$ cat src/rtl/seg_pkg.sv
// seg_pkg - shared definitions for the seven-segment scan path.
//
// Holds the active-low segment codes for hex digits 0..F (bit order {g,f,e,d,c,b,a}),
// the error cause encodings reported by the capture block, the capture frame state
// encoding, and a helper that converts a one-hot-low anode word to its digit index.
// The display driver's decoder uses the same segment constants, so both sides of the
// loopback agree on a single table.
package seg_pkg;

    localparam logic [6:0] SEG_0 = 7'h40;
    localparam logic [6:0] SEG_1 = 7'h79;
    localparam logic [6:0] SEG_2 = 7'h24;
    localparam logic [6:0] SEG_3 = 7'h30;
    localparam logic [6:0] SEG_4 = 7'h19;
    localparam logic [6:0] SEG_5 = 7'h12;
    localparam logic [6:0] SEG_6 = 7'h02;
    localparam logic [6:0] SEG_7 = 7'h78;
    localparam logic [6:0] SEG_8 = 7'h00;
    localparam logic [6:0] SEG_9 = 7'h10;
    localparam logic [6:0] SEG_A = 7'h08;
    localparam logic [6:0] SEG_B = 7'h03;
    localparam logic [6:0] SEG_C = 7'h46;
    localparam logic [6:0] SEG_D = 7'h21;
    localparam logic [6:0] SEG_E = 7'h06;
    localparam logic [6:0] SEG_F = 7'h0E;

    localparam logic [1:0] ERR_SEG     = 2'd0;
    localparam logic [1:0] ERR_SEQ     = 2'd1;
    localparam logic [1:0] ERR_ANODE   = 2'd2;
    localparam logic [1:0] ERR_TIMEOUT = 2'd3;

    typedef enum logic {
        IDLE    = 1'b0,
        COLLECT = 1'b1
    } state_e;

    // Index of the lowest zero bit; only meaningful for a one-hot-low word.
    function automatic logic [2:0] anode_digit(input logic [7:0] anode_n);
        logic [2:0] idx;
        idx = '0;
        for (int k = 7; k >= 0; k--) begin
            if (!anode_n[k]) idx = 3'(k);
        end
        return idx;
    endfunction

endpackage

$ cat src/rtl/seg_scan_capture_if.sv
// seg_scan_capture_if - bundle of the scan lines and capture results.
//
// Signals:
//   anode[7:0]      scan select, active-low, one-hot-low (driven by the display side)
//   cathode[6:0]    segments {g,f,e,d,c,b,a}, active-low (driven by the display side)
//   value[31:0]     last good captured frame
//   frame_valid     one-cycle pulse when value updates
//   err             one-cycle pulse when a frame is discarded
//   err_code[1:0]   cause of the last err
//   busy            high while a frame is being collected
//   err_count[15:0] saturating error counter, present only with SEG_CAPTURE_ERRCNT_EN
// Modports: master = display/scan side, slave = capture block.
interface seg_scan_capture_if;

    logic [7:0]  anode;
    logic [6:0]  cathode;
    logic [31:0] value;
    logic        frame_valid;
    logic        err;
    logic [1:0]  err_code;
    logic        busy;
`ifdef SEG_CAPTURE_ERRCNT_EN
    logic [15:0] err_count;

    modport master (output anode, cathode,
                    input  value, frame_valid, err, err_code, busy, err_count);
    modport slave  (input  anode, cathode,
                    output value, frame_valid, err, err_code, busy, err_count);
`else
    modport master (output anode, cathode,
                    input  value, frame_valid, err, err_code, busy);
    modport slave  (input  anode, cathode,
                    output value, frame_valid, err, err_code, busy);
`endif

endinterface

$ cat src/rtl/seg_to_nibble.sv
// seg_to_nibble - combinational seven-segment to hex decoder.
//
// Ports:
//   cathode[6:0]  in   active-low segments {g,f,e,d,c,b,a}
//   nibble[3:0]   out  decoded hex value (0 when the code is not recognised)
//   code_ok       out  high when cathode matches one of the 16 hex patterns
module seg_to_nibble
    import seg_pkg::*;
(
    input  logic [6:0] cathode,
    output logic [3:0] nibble,
    output logic       code_ok
);

    always_comb begin
        nibble  = 4'h0;
        code_ok = 1'b1;
        case (cathode)
            SEG_0:   nibble = 4'h0;
            SEG_1:   nibble = 4'h1;
            SEG_2:   nibble = 4'h2;
            SEG_3:   nibble = 4'h3;
            SEG_4:   nibble = 4'h4;
            SEG_5:   nibble = 4'h5;
            SEG_6:   nibble = 4'h6;
            SEG_7:   nibble = 4'h7;
            SEG_8:   nibble = 4'h8;
            SEG_9:   nibble = 4'h9;
            SEG_A:   nibble = 4'hA;
            SEG_B:   nibble = 4'hB;
            SEG_C:   nibble = 4'hC;
            SEG_D:   nibble = 4'hD;
            SEG_E:   nibble = 4'hE;
            SEG_F:   nibble = 4'hF;
            default: code_ok = 1'b0;
        endcase
    end

endmodule

$ cat src/rtl/seg_scan_capture.sv
// seg_scan_capture - receive side of the multiplexed 8-digit seven-segment scan.
//
// Samples the active-low anode/cathode lines through a 2-flop synchroniser, waits for
// STABLE_CYCLES identical samples before accepting a digit, decodes it and reassembles
// the 32-bit word shown on the display (digit k = nibble [4k+3:4k]).
//
// Ports:
//   clock   in  system clock
//   reset   in  asynchronous, active-high reset
//   bus     seg_scan_capture_if.slave: anode/cathode in; value, frame_valid, err,
//           err_code, busy (and err_count when enabled) out
// Parameters:
//   STABLE_CYCLES   consecutive identical samples required before a digit is accepted
//   TIMEOUT_CYCLES  max clocks between accepted digits inside a frame
// Build option:
//   SEG_CAPTURE_ERRCNT_EN  adds a saturating 16-bit error counter on bus.err_count
module seg_scan_capture
    import seg_pkg::*;
#(
    parameter int unsigned STABLE_CYCLES  = 4,
    parameter int unsigned TIMEOUT_CYCLES = 200000
) (
    input  logic              clock,
    input  logic              reset,
    seg_scan_capture_if.slave bus
);

    localparam int unsigned CNT_W = $clog2(STABLE_CYCLES + 1);
    localparam int unsigned TMO_W = $clog2(TIMEOUT_CYCLES + 1);
    localparam logic [CNT_W-1:0] CNT_MAX = CNT_W'(STABLE_CYCLES - 1);
    localparam logic [TMO_W-1:0] TMO_MAX = TMO_W'(TIMEOUT_CYCLES);

    logic [7:0]       anode_s1_q, anode_s2_q, last_anode_q, samp_anode_q;
    logic [6:0]       cath_s1_q, cath_s2_q, last_cath_q, samp_cath_q;
    logic [CNT_W-1:0] stab_cnt_q, stab_cnt_d;
    logic             acc_q, acc_d, chg;

    state_e           state_q, state_d;
    logic [2:0]       idx_q, idx_d;
    logic [31:0]      word_q, word_d, value_q, value_d;
    logic             fv_q, fv_d, err_q, err_d;
    logic [1:0]       code_q, code_d;
    logic [TMO_W-1:0] tmo_q, tmo_d;

    logic [3:0]       nibble;
    logic             code_ok, blank, onehot;
    logic [2:0]       digit;

    seg_to_nibble u_dec (
        .cathode (samp_cath_q),
        .nibble  (nibble),
        .code_ok (code_ok)
    );

    // Stability filter: counter saturates at CNT_MAX so a held pattern is accepted once.
    always_comb begin
        chg = {anode_s2_q, cath_s2_q} != {last_anode_q, last_cath_q};
        stab_cnt_d = stab_cnt_q;
        if (chg)                      stab_cnt_d = '0;
        else if (stab_cnt_q != CNT_MAX) stab_cnt_d = stab_cnt_q + 1'b1;
        acc_d = (stab_cnt_d == CNT_MAX) && (chg || stab_cnt_q != CNT_MAX);
    end

    always_ff @(posedge clock or posedge reset) begin
        if (reset) begin
            anode_s1_q   <= 8'hFF;
            anode_s2_q   <= 8'hFF;
            last_anode_q <= 8'hFF;
            samp_anode_q <= 8'hFF;
            cath_s1_q    <= 7'h7F;
            cath_s2_q    <= 7'h7F;
            last_cath_q  <= 7'h7F;
            samp_cath_q  <= 7'h7F;
            stab_cnt_q   <= '0;
            acc_q        <= 1'b0;
        end else begin
            anode_s1_q   <= bus.anode;
            anode_s2_q   <= anode_s1_q;
            cath_s1_q    <= bus.cathode;
            cath_s2_q    <= cath_s1_q;
            last_anode_q <= anode_s2_q;
            last_cath_q  <= cath_s2_q;
            stab_cnt_q   <= stab_cnt_d;
            acc_q        <= acc_d;
            if (acc_d) begin
                samp_anode_q <= anode_s2_q;
                samp_cath_q  <= cath_s2_q;
            end
        end
    end

    // Frame FSM and inter-digit timeout.
    always_comb begin
        state_d = state_q;
        idx_d   = idx_q;
        word_d  = word_q;
        value_d = value_q;
        fv_d    = 1'b0;
        err_d   = 1'b0;
        code_d  = code_q;
        tmo_d   = '0;
        blank   = (samp_anode_q == 8'hFF);
        onehot  = $onehot(~samp_anode_q);
        digit   = anode_digit(samp_anode_q);

        if (acc_q && blank) begin
            // Blank slot between digits: frame and timeout both carry on.
            if (state_q == COLLECT) tmo_d = tmo_q + 1'b1;
        end else if (acc_q && !onehot) begin
            err_d   = 1'b1;
            code_d  = ERR_ANODE;
            state_d = IDLE;
        end else if (acc_q) begin
            if (state_q == IDLE) begin
                if (digit == 3'd0 && code_ok) begin
                    word_d  = {28'h0, nibble};
                    idx_d   = 3'd1;
                    state_d = COLLECT;
                end
            end else if (digit != idx_q) begin
                err_d  = 1'b1;
                code_d = ERR_SEQ;
                if (digit == 3'd0 && code_ok) begin
                    word_d = {28'h0, nibble};
                    idx_d  = 3'd1;
                end else begin
                    state_d = IDLE;
                end
            end else if (!code_ok) begin
                err_d   = 1'b1;
                code_d  = ERR_SEG;
                state_d = IDLE;
            end else begin
                word_d[4*idx_q +: 4] = nibble;
                if (idx_q == 3'd7) begin
                    value_d = word_d;
                    fv_d    = 1'b1;
                    state_d = IDLE;
                end else begin
                    idx_d = idx_q + 3'd1;
                end
            end
        end else if (state_q == COLLECT) begin
            tmo_d = tmo_q + 1'b1;
            if (tmo_d == TMO_MAX) begin
                err_d   = 1'b1;
                code_d  = ERR_TIMEOUT;
                state_d = IDLE;
                tmo_d   = '0;
            end
        end
    end

    always_ff @(posedge clock or posedge reset) begin
        if (reset) begin
            state_q <= IDLE;
            idx_q   <= '0;
            word_q  <= '0;
            value_q <= '0;
            fv_q    <= 1'b0;
            err_q   <= 1'b0;
            code_q  <= ERR_SEG;
            tmo_q   <= '0;
        end else begin
            state_q <= state_d;
            idx_q   <= idx_d;
            word_q  <= word_d;
            value_q <= value_d;
            fv_q    <= fv_d;
            err_q   <= err_d;
            code_q  <= code_d;
            tmo_q   <= tmo_d;
        end
    end

    assign bus.value       = value_q;
    assign bus.frame_valid = fv_q;
    assign bus.err         = err_q;
    assign bus.err_code    = code_q;
    assign bus.busy        = (state_q == COLLECT);

`ifdef SEG_CAPTURE_ERRCNT_EN
    logic [15:0] errcnt_q, errcnt_d;

    always_comb begin
        errcnt_d = errcnt_q;
        if (err_d && errcnt_q != 16'hFFFF) errcnt_d = errcnt_q + 16'd1;
    end

    always_ff @(posedge clock or posedge reset) begin
        if (reset) errcnt_q <= '0;
        else       errcnt_q <= errcnt_d;
    end

    assign bus.err_count = errcnt_q;
`endif

endmodule

$ cat src/flat_wrapper.sv
// flat-port wrapper written by rule: the top's interface ports become plain ports
module seg_scan_capture_flat import seg_pkg::*;
#(
    parameter int unsigned STABLE_CYCLES  = 4,
    parameter int unsigned TIMEOUT_CYCLES = 200000
)
  (clock, reset, bus_anode, bus_cathode, bus_value, bus_frame_valid, bus_err, bus_err_code, bus_busy);
  seg_scan_capture_if bus_i ();
  input  logic clock;
  input  logic reset;
  input wire logic [$bits(bus_i.anode)-1:0] bus_anode;
  input wire logic [$bits(bus_i.cathode)-1:0] bus_cathode;
  output wire logic [$bits(bus_i.value)-1:0] bus_value;
  output wire logic [$bits(bus_i.frame_valid)-1:0] bus_frame_valid;
  output wire logic [$bits(bus_i.err)-1:0] bus_err;
  output wire logic [$bits(bus_i.err_code)-1:0] bus_err_code;
  output wire logic [$bits(bus_i.busy)-1:0] bus_busy;
  assign bus_i.anode = bus_anode;
  assign bus_i.cathode = bus_cathode;
  assign bus_value = bus_i.value;
  assign bus_frame_valid = bus_i.frame_valid;
  assign bus_err = bus_i.err;
  assign bus_err_code = bus_i.err_code;
  assign bus_busy = bus_i.busy;
  seg_scan_capture #(.STABLE_CYCLES(STABLE_CYCLES), .TIMEOUT_CYCLES(TIMEOUT_CYCLES)) u_core (.clock(clock), .reset(reset), .bus(bus_i));
endmodule
$ cat config.mk
export PLATFORM = sky130hd
export DESIGN_NAME = seg_scan_capture_flat
export DESIGN_NICKNAME = d
export VERILOG_FILES = /design/src/rtl/seg_pkg.sv /design/src/rtl/seg_scan_capture_if.sv /design/src/rtl/seg_to_nibble.sv /design/src/rtl/seg_scan_capture.sv /design/src/flat_wrapper.sv
export SDC_FILE = /design/constraint.sdc
export NUM_CORES = 1
export LEC_CHECK = 0
export BUFFER_PORTS_ARGS = -buffer_cell sky130_fd_sc_hd__buf_2
export CORE_MARGIN = 3
export CORE_UTILIZATION = 60
export DETAILED_ROUTE_END_ITERATION = 8
export HOLD_SLACK_MARGIN = 0.12
export PLACE_DENSITY_LB_ADDON = 0.05
export SYNTH_ARGS = -nofsm -noshare
export SYNTH_HDL_FRONTEND = slang
export SYNTH_SLANG_ARGS = --single-unit
$ cat constraint.sdc
create_clock -name clock -period 7.2 [get_ports clock]
set_clock_uncertainty 0.2 [all_clocks]
set_input_delay 0.36 -clock clock [delete_from_list [all_inputs] [get_ports clock]]
set_output_delay 0.36 -clock clock [all_outputs]
set_load 0.03 [all_outputs]
==> results.py, run 1 <==
metrics = {
    "run_status": {
        "status": "complete, no violations",
    },
    "final_layout": {
        "multi_input_area_um2": 2870,
        "drive_gt1_share_pct": 25.2,
        "design_area_um2": 8170,
        "finalNetCount": 767,
        "area_growth_pct": 14.8,
        "seq_area_um2": 3930,
        "num-fill-cells": 849,
        "n_antenna_cell": 0,
        "final_util_pct": 71.0,
    },
    "floorplan": {
        "io_pins": 54,
        "coreArea_um2": 11500,
        "dieArea_um2": 13200,
        "std_cell_rows": 39,
        "start_util_pct": 61.8,
        "die_y_um": 115,
        "dieWidth_um": 115,
    },
    "global_route": {
        "grt_pass1_wl_mm": 24.0,
        "top_usage_layer": "met2",
        "grt_use_met3_pct": 5.58,
        "grt_util_met2_pct": 37.1,
        "grt_pass1_vias": 5058,
        "grtUsageTotal_pct": 23.2,
        "grt_antenna_before_repair": 0,
        "use_met1_pct": 30.5,
        "grt_max_degree": 85,
        "grt_overflow": 0,
    },
    "placement": {
        "place_congestion": 0.859,
        "place_ws_ns": 1.82,
        "io_buffers": 53,
        "dp_hpwl_mm": 9.73,
        "place_area_um2": 7480,
    },
    "hold_path": {
        "min_from": "u_core.anode_s1_q[6]$_DFF_PP1_",
        "holdPathEnd": "u_core.anode_s2_q[6]$_DFF_PP1_",
        "holdPathStages": 0,
        "hold_path_class": "reg -> reg",
    },
    "logic_synthesis": {
        "synthAdderAreaFrac_pct": 4.64,
        "synth-seq-cells": 154,
        "synth_top_family_by_area": "simple AND/OR/NAND/NOR gates",
        "syn_inst": 657,
        "synth_most_common_cell": "dfrtp_1",
        "syn-num-nets": 698,
        "synthArstFlopShare_pct": 100,
        "synth_top_area_share_pct": 33.0,
        "ys_seq_area_share_pct": 55.2,
        "synthTopCellsByArea": "dfrtp_1, dfstp_2, xor2_1",
        "synth_compound_area_share_pct": 12.2,
        "synth.lib_cells_used.distinct": 73,
        "synthFlopType": "dfrtp_1",
        "yosysWarningCount": 0,
        "syn_avg_cell_area_um2": 10.8,
        "synth-edff-count": 0,
        "synth_xor_xnor_area_share_pct": 4.67,
        "yosys.area.top_type": "dfrtp_1",
        "synthSimpleGateAreaFrac_pct": 14.2,
        "syn_area_um2": 7120,
        "ys_top_cells_by_count": "dfrtp_1, nand2_1, dfstp_2, inv_1, nor2_1",
        "synth_mux_area_share_pct": 4.41,
    },
    "pwr": {
        "powerDensity_nw_per_um2": 211,
        "combPwrFrac_pct": 2.0,
        "leakagePower_nw": 3.58,
        "power.internal_w": 0.00137,
        "p_sw_share_pct": 20.5,
        "ir_worst_vdd_mv": 0.211,
        "total_power_w": 0.00172,
        "seqPwrFrac_pct": 52.0,
        "pwr-share-clk_pct": 46.0,
        "switchingPower_w": 0.000353,
    },
    "critical_path": {
        "r2r_cells": 13,
        "crit_required_ns": 7.30,
        "critPathKind": "reg -> reg",
        "arrival_ns": 5.46,
        "crit_fanout": 33,
        "r2r_start": "u_core.samp_anode_q[0]$_DFFE_PP1P_",
        "endpoint_kind": "register",
        "regToRegSetupSlack_ns": 1.84,
        "r2r_end": "u_core.bus.value[12]$_DFFE_PP0P_",
        "critPathLaunchType": "register",
    },
    "clock_network": {
        "path_clk_slew_ns": 0.05,
        "cts_sinks": 154,
        "cts_made_buffers": 17,
        "clk_path_buf_depth": 2,
        "cts_tree": "built",
        "holdBufCountCts": 16,
        "h-tree-depth": 4,
        "root_buffer": "clkbuf_16",
        "postCtsSetupRepairBufs": 0,
        "insertion_delay_ns": 0.42,
        "cts_resized": 0,
    },
    "run": {
        "cap_violations": 0,
    },
    "detailed_routing": {
        "routedWlPerCell_um": 16.1,
        "drt-total-wl_mm": 14.2,
        "route.antenna.remaining_nets": 0,
        "drc": 0,
        "vias": 4999,
        "drtIter0Drc": 311,
        "viasPerCell": 5.67,
        "dr.pass1.iters": 5,
    },
    "timing": {
        "fin_crit_ns": 5.36,
        "max_freq_mhz": 187,
        "rsz0062_at_grt": "no",
        "slew_headroom_pct": 24.8,
        "setup_slack_ns": 1.84,
        "setup_viol": 0,
        "tns_ns": 0,
        "worst_pin_slew_ns": 1.12,
        "slew_violations": 0,
        "period_share_pct": 74.4,
        "hold_violations": 0,
    },
}
==> stage by stage <==
stage	hold WS, ns	instances
floorplan	0.145	657
detailed placement	0.147	834
finish	0.154	882
CTS	0.155	882
global route	0.155	882
global placement	0.146	834
==> flip-flops by register name (all words and copies together), names as in the netlist <==
signal and cells:
u_core.bus.value 32, u_core.word_q 32, u_core.tmo_q 18, u_core.anode_s1_q 8, u_core.anode_s2_q 8, u_core.last_anode_q 8
u_core.samp_anode_q 8, u_core.cath_s1_q 7, u_core.cath_s2_q 7, u_core.last_cath_q 7, u_core.samp_cath_q 7, u_core.idx_q 3
u_core.stab_cnt_q 3, u_core.bus.err_code 2, u_core.acc_q 1, u_core.bus.busy 1, u_core.bus.err 1, u_core.bus.frame_valid 1
==> kinds of logic after synthesis <==
logic type	after synthesis
AOI/OAI and AO/OA	136
buffers and inverters	78
and+or+nand+nor	199
xor gates and xnor gates	38
adders and majority gates	24
DFF	154
muxes	28
==> area by class of cell <==
| cell class | instances | share of cell area, % |
|---|---|---|
| Inverter | 56 | 2.65 |
| Tap cell | 143 | 2.19 |
| Clock inverter | 7 | 0.536 |
| Sequential cell | 154 | 48.1 |
| Timing Repair Buffer | 72 | 5.48 |
| Multi-Input combinational cell | 425 | 35.1 |
| Clock buffer | 25 | 5.96 |
==> critical path, cell delays in order, from the launching register on <==
cell and delay (ns):
dfstp_2 0.58, inv_1 0.10, ha_1 0.22, fa_1 0.54
inv_1 0.06, fa_1 0.54, inv_1 0.04, ha_1 0.20
fa_1 0.41, or4b_1 0.54, nor2_1 0.54, nand4_4 0.44
clkinv_2 0.42, mux2_2 0.39
==> placed cells by master, fill, tap and decap left out, drive strengths merged, types with 4 or more instances in the layout <==
| master | netlist | routed |
|---|---|---|
| a21oi | 24 | 24 |
| clkinv | 1 | 6 |
| dfstp | 60 | 60 |
| nor4b | 4 | 4 |
| nor2b | 4 | 4 |
| nand2 | 68 | 68 |
| fa | 4 | 4 |
| mux2 | 24 | 24 |
| xnor2 | 9 | 9 |
| mux2i | 4 | 4 |
| ha | 20 | 20 |
| o22ai | 28 | 28 |
| buf | 11 | 56 |
| clkbuf | 11 | 25 |
| o21ai | 47 | 47 |
| nand3 | 21 | 21 |
| nor3 | 5 | 5 |
| nand4 | 7 | 7 |
| xor2 | 29 | 29 |
| a2bb2oi | 6 | 6 |
| inv | 55 | 55 |
| dfrtp | 94 | 94 |
| dlygate4sd3 | 0 | 16 |
| nand2b | 5 | 5 |
| and3 | 8 | 8 |
| nor4 | 4 | 4 |
| a31oi | 7 | 7 |
| nor2 | 49 | 49 |
==> worst max-delay path by stage <==
stage / to / start / slack [ns]
finish: u_core.bus.value[12]$_DFFE_PP0P_ / u_core.samp_anode_q[0]$_DFFE_PP1P_ / 1.84
global route: u_core.bus.value[12]$_DFFE_PP0P_ / u_core.samp_anode_q[0]$_DFFE_PP1P_ / 1.54
CTS: u_core.bus.value[12]$_DFFE_PP0P_ / u_core.samp_anode_q[0]$_DFFE_PP1P_ / 1.82
detailed placement: u_core.bus.value[5]$_DFFE_PP0P_ / u_core.samp_anode_q[0]$_DFFE_PP1P_ / 1.82
global placement: u_core.bus.value[9]$_DFFE_PP0P_ / u_core.samp_anode_q[0]$_DFFE_PP1P_ / 2.04
floorplan: u_core.acc_q$_DFF_PP0_ / reset / 2.59
==> power groups by stage <==
stage	Sequential [W]	Combinational (W)	Clock, W
detailed placement	0.000911	0.0000294	0
CTS	0.000897	0.0000359	0.000810
floorplan	0.000909	0.0000181	0
global route	0.000898	0.0000394	0.000848
finish	0.000897	0.0000342	0.000792
global placement	0.000911	0.0000285	0
==> per-layer routing <==
layer	wire length, um	share of wire (%)	up-vias
met5	0	0	-
met1	6420	45	2439
li1	-	-	2430
met3	679	4.8	19
met2	6870	48	111
met4	231	1.6	0
Note: power is estimated with default switching activity, not from simulation.
==> inputs of run 2 (changes only) <==
ABC_AREA = 1   (was default)
clock period = 5.5 ns   (was 7.2 ns; I/O delays follow)
==> run 2 against run 1 <==
  * Design area grew 7.3%
  * Wire length up 9.1%
  * Setup slack worse by 0.92 ns
  * Synthesized cell count increased by 33%
  * Critical path type unchanged
  * Highest routed layer unchanged
==> results.py, run 2 <==
metrics = {
    "global_route": {
        "grt_pass1_vias": 5895,
        "grt_antenna_before_repair": 0,
        "grtUsageTotal_pct": 23.5,
        "grt_overflow": 0,
        "grt_max_degree": 103,
        "grt_pass1_wl_mm": 27.2,
    },
    "floorplan": {
        "dieArea_um2": 14100,
        "std_cell_rows": 40,
        "die_y_um": 119,
        "coreArea_um2": 12200,
        "io_pins": 54,
        "start_util_pct": 62.4,
        "dieWidth_um": 119,
    },
    "critical_path": {
        "crit_chain": "inv_1 > ha_1 > fa_1 > inv_1 > fa_1 > inv_1 > ha_1 > fa_1 > nor4b_4 > nand2_1 > nor2_4 > nand3_2 > o21ai_0",
        "regToRegSetupSlack_ns": 0.92,
        "r2r_end": "u_core.word_q[29]$_DFFE_PP0P_",
        "cp-startpoint": "u_core.samp_anode_q[0]$_DFFE_PP1P_",
        "critPathKind": "reg -> reg",
        "critPathLaunchType": "register",
        "r2r_start": "u_core.samp_anode_q[0]$_DFFE_PP1P_",
        "crit_fanout": 24,
        "critPathSlowestCell": "dfstp_2",
        "crit_required_ns": 5.63,
        "r2r_cells": 13,
        "arrival_ns": 4.70,
        "slowest_delay_ns": 0.58,
        "endpoint": "u_core.word_q[29]$_DFFE_PP0P_",
        "endpoint_kind": "register",
    },
    "logic_synthesis": {
        "synth-seq-cells": 154,
        "yosys.area.top_type": "dfrtp_1",
        "synth_top_area_share_pct": 30.9,
        "synthArstFlopShare_pct": 100,
        "synthTopCellsByArea": "dfrtp_1, dfstp_2, nand2_1",
        "synth_xor_xnor_area_share_pct": 1.84,
        "synth_most_common_cell": "nand2_1",
        "synth-edff-count": 0,
        "synthFlopType": "dfrtp_1",
        "synth_top_family_by_area": "simple AND/OR/NAND/NOR gates",
        "synth.lib_cells_used.distinct": 40,
        "synthSimpleGateAreaFrac_pct": 25.8,
        "syn_area_um2": 7620,
        "synth_compound_area_share_pct": 9.92,
        "syn_inst": 876,
        "syn-num-nets": 917,
        "synthAdderAreaFrac_pct": 4.33,
        "ys_top_cells_by_count": "nand2_1, dfrtp_1, inv_1, o21ai_0, dfstp_2",
        "ys_seq_area_share_pct": 51.6,
        "synth_mux_area_share_pct": 0.525,
        "yosysWarningCount": 0,
        "syn_avg_cell_area_um2": 8.70,
    },
    "detailed_routing": {
        "dr.pass1.iters": 5,
        "drc": 0,
        "drtIter0Drc": 352,
        "routedWlPerCell_um": 13.8,
        "drt-total-wl_mm": 15.5,
        "viasPerCell": 5.34,
        "vias": 6004,
        "route.antenna.remaining_nets": 0,
    },
    "hold_path": {
        "min_from": "u_core.anode_s1_q[0]$_DFF_PP1_",
        "hold_path_class": "reg -> reg",
    },
    "final_layout": {
        "final_cells": 1124,
        "finalNetCount": 984,
        "area_growth_pct": 15.1,
        "mostFrequentLayoutCell": "nand2_1",
        "seq_area_um2": 3930,
        "drive_gt1_share_pct": 19.6,
        "n_antenna_cell": 0,
        "final_util_pct": 71.8,
        "num-fill-cells": 970,
        "multi_input_area_um2": 3240,
        "design_area_um2": 8770,
        "layout_common_cells": "nand2_1, dfrtp_1, inv_1",
    },
    "clock_network": {
        "cts_tree": "built",
        "cts_sinks": 154,
        "postCtsSetupRepairBufs": 0,
        "clk_path_buf_depth": 2,
        "path_clk_slew_ns": 0.06,
        "cts_resized": 0,
        "insertion_delay_ns": 0.42,
        "h-tree-depth": 4,
        "root_buffer": "clkbuf_16",
        "cts_made_buffers": 17,
    },
    "placement": {
        "place_area_um2": 7980,
        "place_inst": 1076,
        "place_congestion": 0.905,
        "dp_hpwl_mm": 10.9,
        "io_buffers": 53,
    },
    "timing": {
        "setup_viol": 0,
        "fin_crit_ns": 4.58,
        "rsz0062_at_grt": "no",
        "period_share_pct": 83.2,
        "hold_ws_ns": 0.154,
        "tns_ns": 0,
        "worst_pin_slew_ns": 0.906,
        "max_freq_mhz": 218,
        "slew_violations": 0,
        "hold_violations": 0,
        "slew_headroom_pct": 39.6,
    },
    "pwr": {
        "p_sw_share_pct": 20.2,
        "seqPwrFrac_pct": 47.9,
        "powerDensity_nw_per_um2": 280,
        "ir_worst_vdd_mv": 0.262,
        "power.internal_w": 0.00196,
        "switchingPower_w": 0.000494,
        "pwr-share-clk_pct": 50.2,
        "combPwrFrac_pct": 1.9,
        "leakagePower_nw": 4.05,
    },
    "run": {
        "cap_violations": 0,
    },
    "run_status": {
        "status": "complete, no violations",
    },
}
==> run 2: cell count changes after synthesis, sizes merged, moves of 12 or more <==
cell and change:
a21oi -15, inv +26, mux2 -24, nand2 +201, nand3 +28, nand4 +18, nor2 +15, nor3 +12
o21ai +74, o22ai -28, xor2 -28
==> run 2: what timing repair did <==
item,CTS,global route
setup endpoints to repair,0,0
hold endpoints to repair,99,0
hold buffers,16,0
==> run 2: final cells by class <==
cell class,count,area share (%)
clock buffer,24,6.10
clock inverter,8,1.17
sequential,154,44.8
tap,168,2.40
inverter,84,3.65
multi-input combinational,615,36.9
timing repair buffer,71,5.02
==> run 2: critical path: cells and delay by family, from the launching register on <==
kind / cells / cell delay (ns)
AO/OA/AOI/OAI: 1 / 0.37
adder cells (fa/ha/maj): 5 / 1.94
buffers and inverters: 3 / 0.17
flip-flops: 1 / 0.58
AND/OR/NAND/NOR: 4 / 1.21
==> run 2: cell families (layout without fill, tap and decap cells) <==
kind of cell / Yosys count / in the layout
compound gates: 139 / 139
fa+ha+maj: 24 / 24
buf+inv: 107 / 187
simple gates: 432 / 432
mux: 4 / 4
flops: 154 / 154
xor+xnor: 16 / 16
==> run 2: stage by stage <==
stage / worst slack (ns) / power [W]
4_1_cts: 0.934 / 0.00247
6_report: 0.922 / 0.00245
3_5_place_dp: 0.944 / 0.00123
2_1_floorplan: 0.974 / 0.00122
3_3_place_gp: 1.06 / 0.00123
5_1_grt: 0.664 / 0.00253
==> run 2: worst min-delay path by stage <==
stage | endpoint | slack, ns | cells after the start
floorplan | u_core.anode_s1_q[0]$_DFF_PP1_ | 0.08 | 0
CTS | u_core.anode_s2_q[0]$_DFF_PP1_ | 0.16 | 0
detailed placement | u_core.cath_s2_q[1]$_DFF_PP1_ | 0.15 | 0
global placement | u_core.anode_s2_q[5]$_DFF_PP1_ | 0.15 | 0
finish | u_core.anode_s2_q[0]$_DFF_PP1_ | 0.15 | 0
global route | u_core.anode_s2_q[0]$_DFF_PP1_ | 0.16 | 0
==> run 2: routing by layer <==
metal / vias to the layer above / global-route usage, % / routed length (um)
met5: - / 0 / 0
met4: 0 / 8.69 / 302
li1: 2983 / - / -
met3: 29 / 5.12 / 757
met2: 150 / 37.5 / 7350
met1: 2842 / 31.7 / 7070
==> run 2: power by group through the flow <==
stage	combinational, W	sequential (W)	clock [W]
6_report	0.0000470	0.00117	0.00123
5_1_grt	0.0000543	0.00118	0.00130
4_1_cts	0.0000494	0.00117	0.00125
3_5_place_dp	0.0000407	0.00119	0
3_3_place_gp	0.0000395	0.00119	0
2_1_floorplan	0.0000262	0.00119	0
==> inputs of run 3 (changes only) <==
ABC_AREA = 0   (was 1)
clock period = 4.4 ns   (was 5.5 ns; I/O delays follow)
==> run 3 against run 2 <==
  * The run now ends with negative setup slack left
  * Largest cell class unchanged
  * Non-clock buffer count is 24 higher
  * Wire length is 1.8% lower
  * Setup slack worse by 0.94 ns
  * Register-to-register slack worse by 0.94 ns
  * Hold slack hardly changed
  * Critical path depth is 1 higher
  * Total power is 21% higher
  * Combinational power is 26% higher
  * Clock power is 16% higher
  * Core utilization is 2.8 points higher
  * Via count is 13% lower
  * Sequential power is 26% higher
==> results.py, run 3 (same netlist as run 1, synthesis figures left out) <==
metrics = {
    "final_layout": {
        "design_area_um2": 8590,
        "seq_area_um2": 3930,
        "drive_gt1_share_pct": 30.3,
        "layout_common_cells": "dfrtp_1, nand2_1, dfstp_2",
        "multi_input_area_um2": 3000,
        "finalNetCount": 792,
        "final_util_pct": 74.6,
        "mostFrequentLayoutCell": "dfrtp_1",
        "n_antenna_cell": 0,
        "num-fill-cells": 809,
        "area_growth_pct": 20.7,
    },
    "timing": {
        "setup_slack_ns": -0.0210,
        "fin_crit_ns": 4.42,
        "slew_headroom_pct": 18.5,
        "hold_violations": 0,
        "max_freq_mhz": 226,
        "rsz0062_at_grt": "yes",
        "worst_pin_slew_ns": 1.22,
        "period_share_pct": 100,
        "hold_ws_ns": 0.155,
        "setup_viol": 7,
        "slew_violations": 0,
    },
    "floorplan": {
        "dieArea_um2": 13200,
        "dieWidth_um": 115,
        "start_util_pct": 61.8,
        "coreArea_um2": 11500,
        "io_pins": 54,
        "std_cell_rows": 39,
        "die_y_um": 115,
    },
    "critical_path": {
        "endpoint": "u_core.bus.value[29]$_DFFE_PP0P_",
        "crit_required_ns": 4.51,
        "endpoint_kind": "register",
        "critPathKind": "reg -> reg",
        "arrival_ns": 4.53,
        "cp-startpoint": "u_core.samp_anode_q[3]$_DFFE_PP1P_",
        "r2r_end": "u_core.bus.value[29]$_DFFE_PP0P_",
        "critPathSlowestCell": "or4b_4",
        "slowest_delay_ns": 0.56,
        "crit_chain": "inv_2 > ha_2 > inv_2 > fa_2 > fa_1 > inv_1 > ha_2 > fa_1 > or4b_4 > nor2_4 > buf_6 > nand4_4 > inv_8 > mux2_4",
        "path_buf_inv": 5,
        "regToRegSetupSlack_ns": -0.02,
        "path_depth": 14,
        "r2r_start": "u_core.samp_anode_q[3]$_DFFE_PP1P_",
        "critical-path-top-delay-family": "adder cells",
        "critPathLaunchType": "register",
        "crit_fanout": 8,
        "r2r_cells": 14,
    },
    "pwr": {
        "leakagePower_nw": 3.76,
        "ir_worst_vdd_mv": 0.397,
        "powerDensity_nw_per_um2": 344,
    },
    "clock_network": {
        "h-tree-depth": 4,
        "insertion_delay_ns": 0.42,
        "cts_tree": "built",
        "cts_sinks": 154,
        "cts_made_buffers": 17,
        "root_buffer": "clkbuf_16",
        "path_clk_slew_ns": 0.06,
        "clk_path_buf_depth": 2,
    },
    "detailed_routing": {
        "dr.pass1.iters": 5,
        "drtIter0Drc": 319,
        "drc": 0,
        "drt-total-wl_mm": 15.2,
        "vias": 5202,
        "route.antenna.remaining_nets": 0,
        "viasPerCell": 5.75,
        "routedWlPerCell_um": 16.8,
    },
    "global_route": {
        "grt_pass1_vias": 5139,
        "grt_antenna_before_repair": 0,
        "grtUsageTotal_pct": 23.6,
        "grt_max_degree": 103,
        "grt_overflow": 0,
        "grt_pass1_wl_mm": 24.6,
    },
    "run": {
        "cap_violations": 0,
    },
    "run_status": {
        "status": "finished with violations",
        "violations": "negative setup slack",
    },
    "hold_path": {
        "hold_path_class": "reg -> reg",
    },
    "placement": {
        "place_congestion": 0.910,
        "io_buffers": 53,
        "dp_hpwl_mm": 9.88,
        "place_area_um2": 7640,
    },
}
run 3: cell types whose count changed in the layout (fill, tap and decap cells not counted), sizes merged, moves of 7 or more:
cell   change
a21oi     +15
a31oi      +7
and3       +8
buf       +24
inv       -24
mux2      +24
nand2    -201
nand3     -28
nand4     -18
nor2      -15
nor3      -12
o21ai     -74
o22ai     +28
xor2      +28
run 3: repair_timing:
action                                 4_1_cts  5_1_grt
gates resized for setup                      1       43
buffers inserted                             0        4
cloned                                       0        3
pin swaps                                    0        7
endpoints found under the hold margin       35        0
hold buffers                                16        0
setup endpoints to repair                   16       64
run 3: metrics by stage:
step                      setup WS, ns  setup TNS [ns]  cells  total power, W
final                          -0.0210          -0.140    905         0.00296
after global placement          0.0470               0    852         0.00154
after floorplan                 0.0111               0    657         0.00152
after CTS                      0.00669               0    898         0.00298
after global routing            -0.130           -3.24    905         0.00305
after detailed placement       -0.0424          -0.489    852         0.00154
run 3: final cells by class:
type	count	area share [%]
clock buffer	23	6.32
sequential	154	45.7
inverter	56	2.66
clock inverter	7	0.568
multi-input combinational	425	34.9
tap	143	2.08
timing repair inverter	2	0.233
timing repair buffer	95	7.47
run 3: worst min-delay path by stage:
stage	slack, ns	from	end	cells past startpoint
5_1_grt	0.16	u_core.cath_s1_q[3]$_DFF_PP1_	u_core.cath_s2_q[3]$_DFF_PP1_	0
6_report	0.15	u_core.anode_s1_q[4]$_DFF_PP1_	u_core.anode_s2_q[4]$_DFF_PP1_	0
2_1_floorplan	0.02	bus_anode[0]	u_core.anode_s1_q[0]$_DFF_PP1_	0
3_5_place_dp	0.13	bus_cathode[4]	u_core.cath_s1_q[4]$_DFF_PP1_	1
4_1_cts	0.16	u_core.anode_s1_q[4]$_DFF_PP1_	u_core.anode_s2_q[4]$_DFF_PP1_	0
3_3_place_gp	0.12	bus_cathode[6]	u_core.cath_s1_q[6]$_DFF_PP1_	1
run 3: power breakdown:
group	switching, W	internal, W
registers	0.0000116	0.00146
clock network	0.000565	0.000867
logic	0.0000360	0.0000232
run 3: routing by layer:
metal	vias to the layer above	GRT usage [%]	share of wire [%]
met5	-	0	0
met2	137	39.0	50
met3	28	5.89	5.0
li1	2465	-	-
met1	2572	30.3	43
met4	0	8.76	2.0
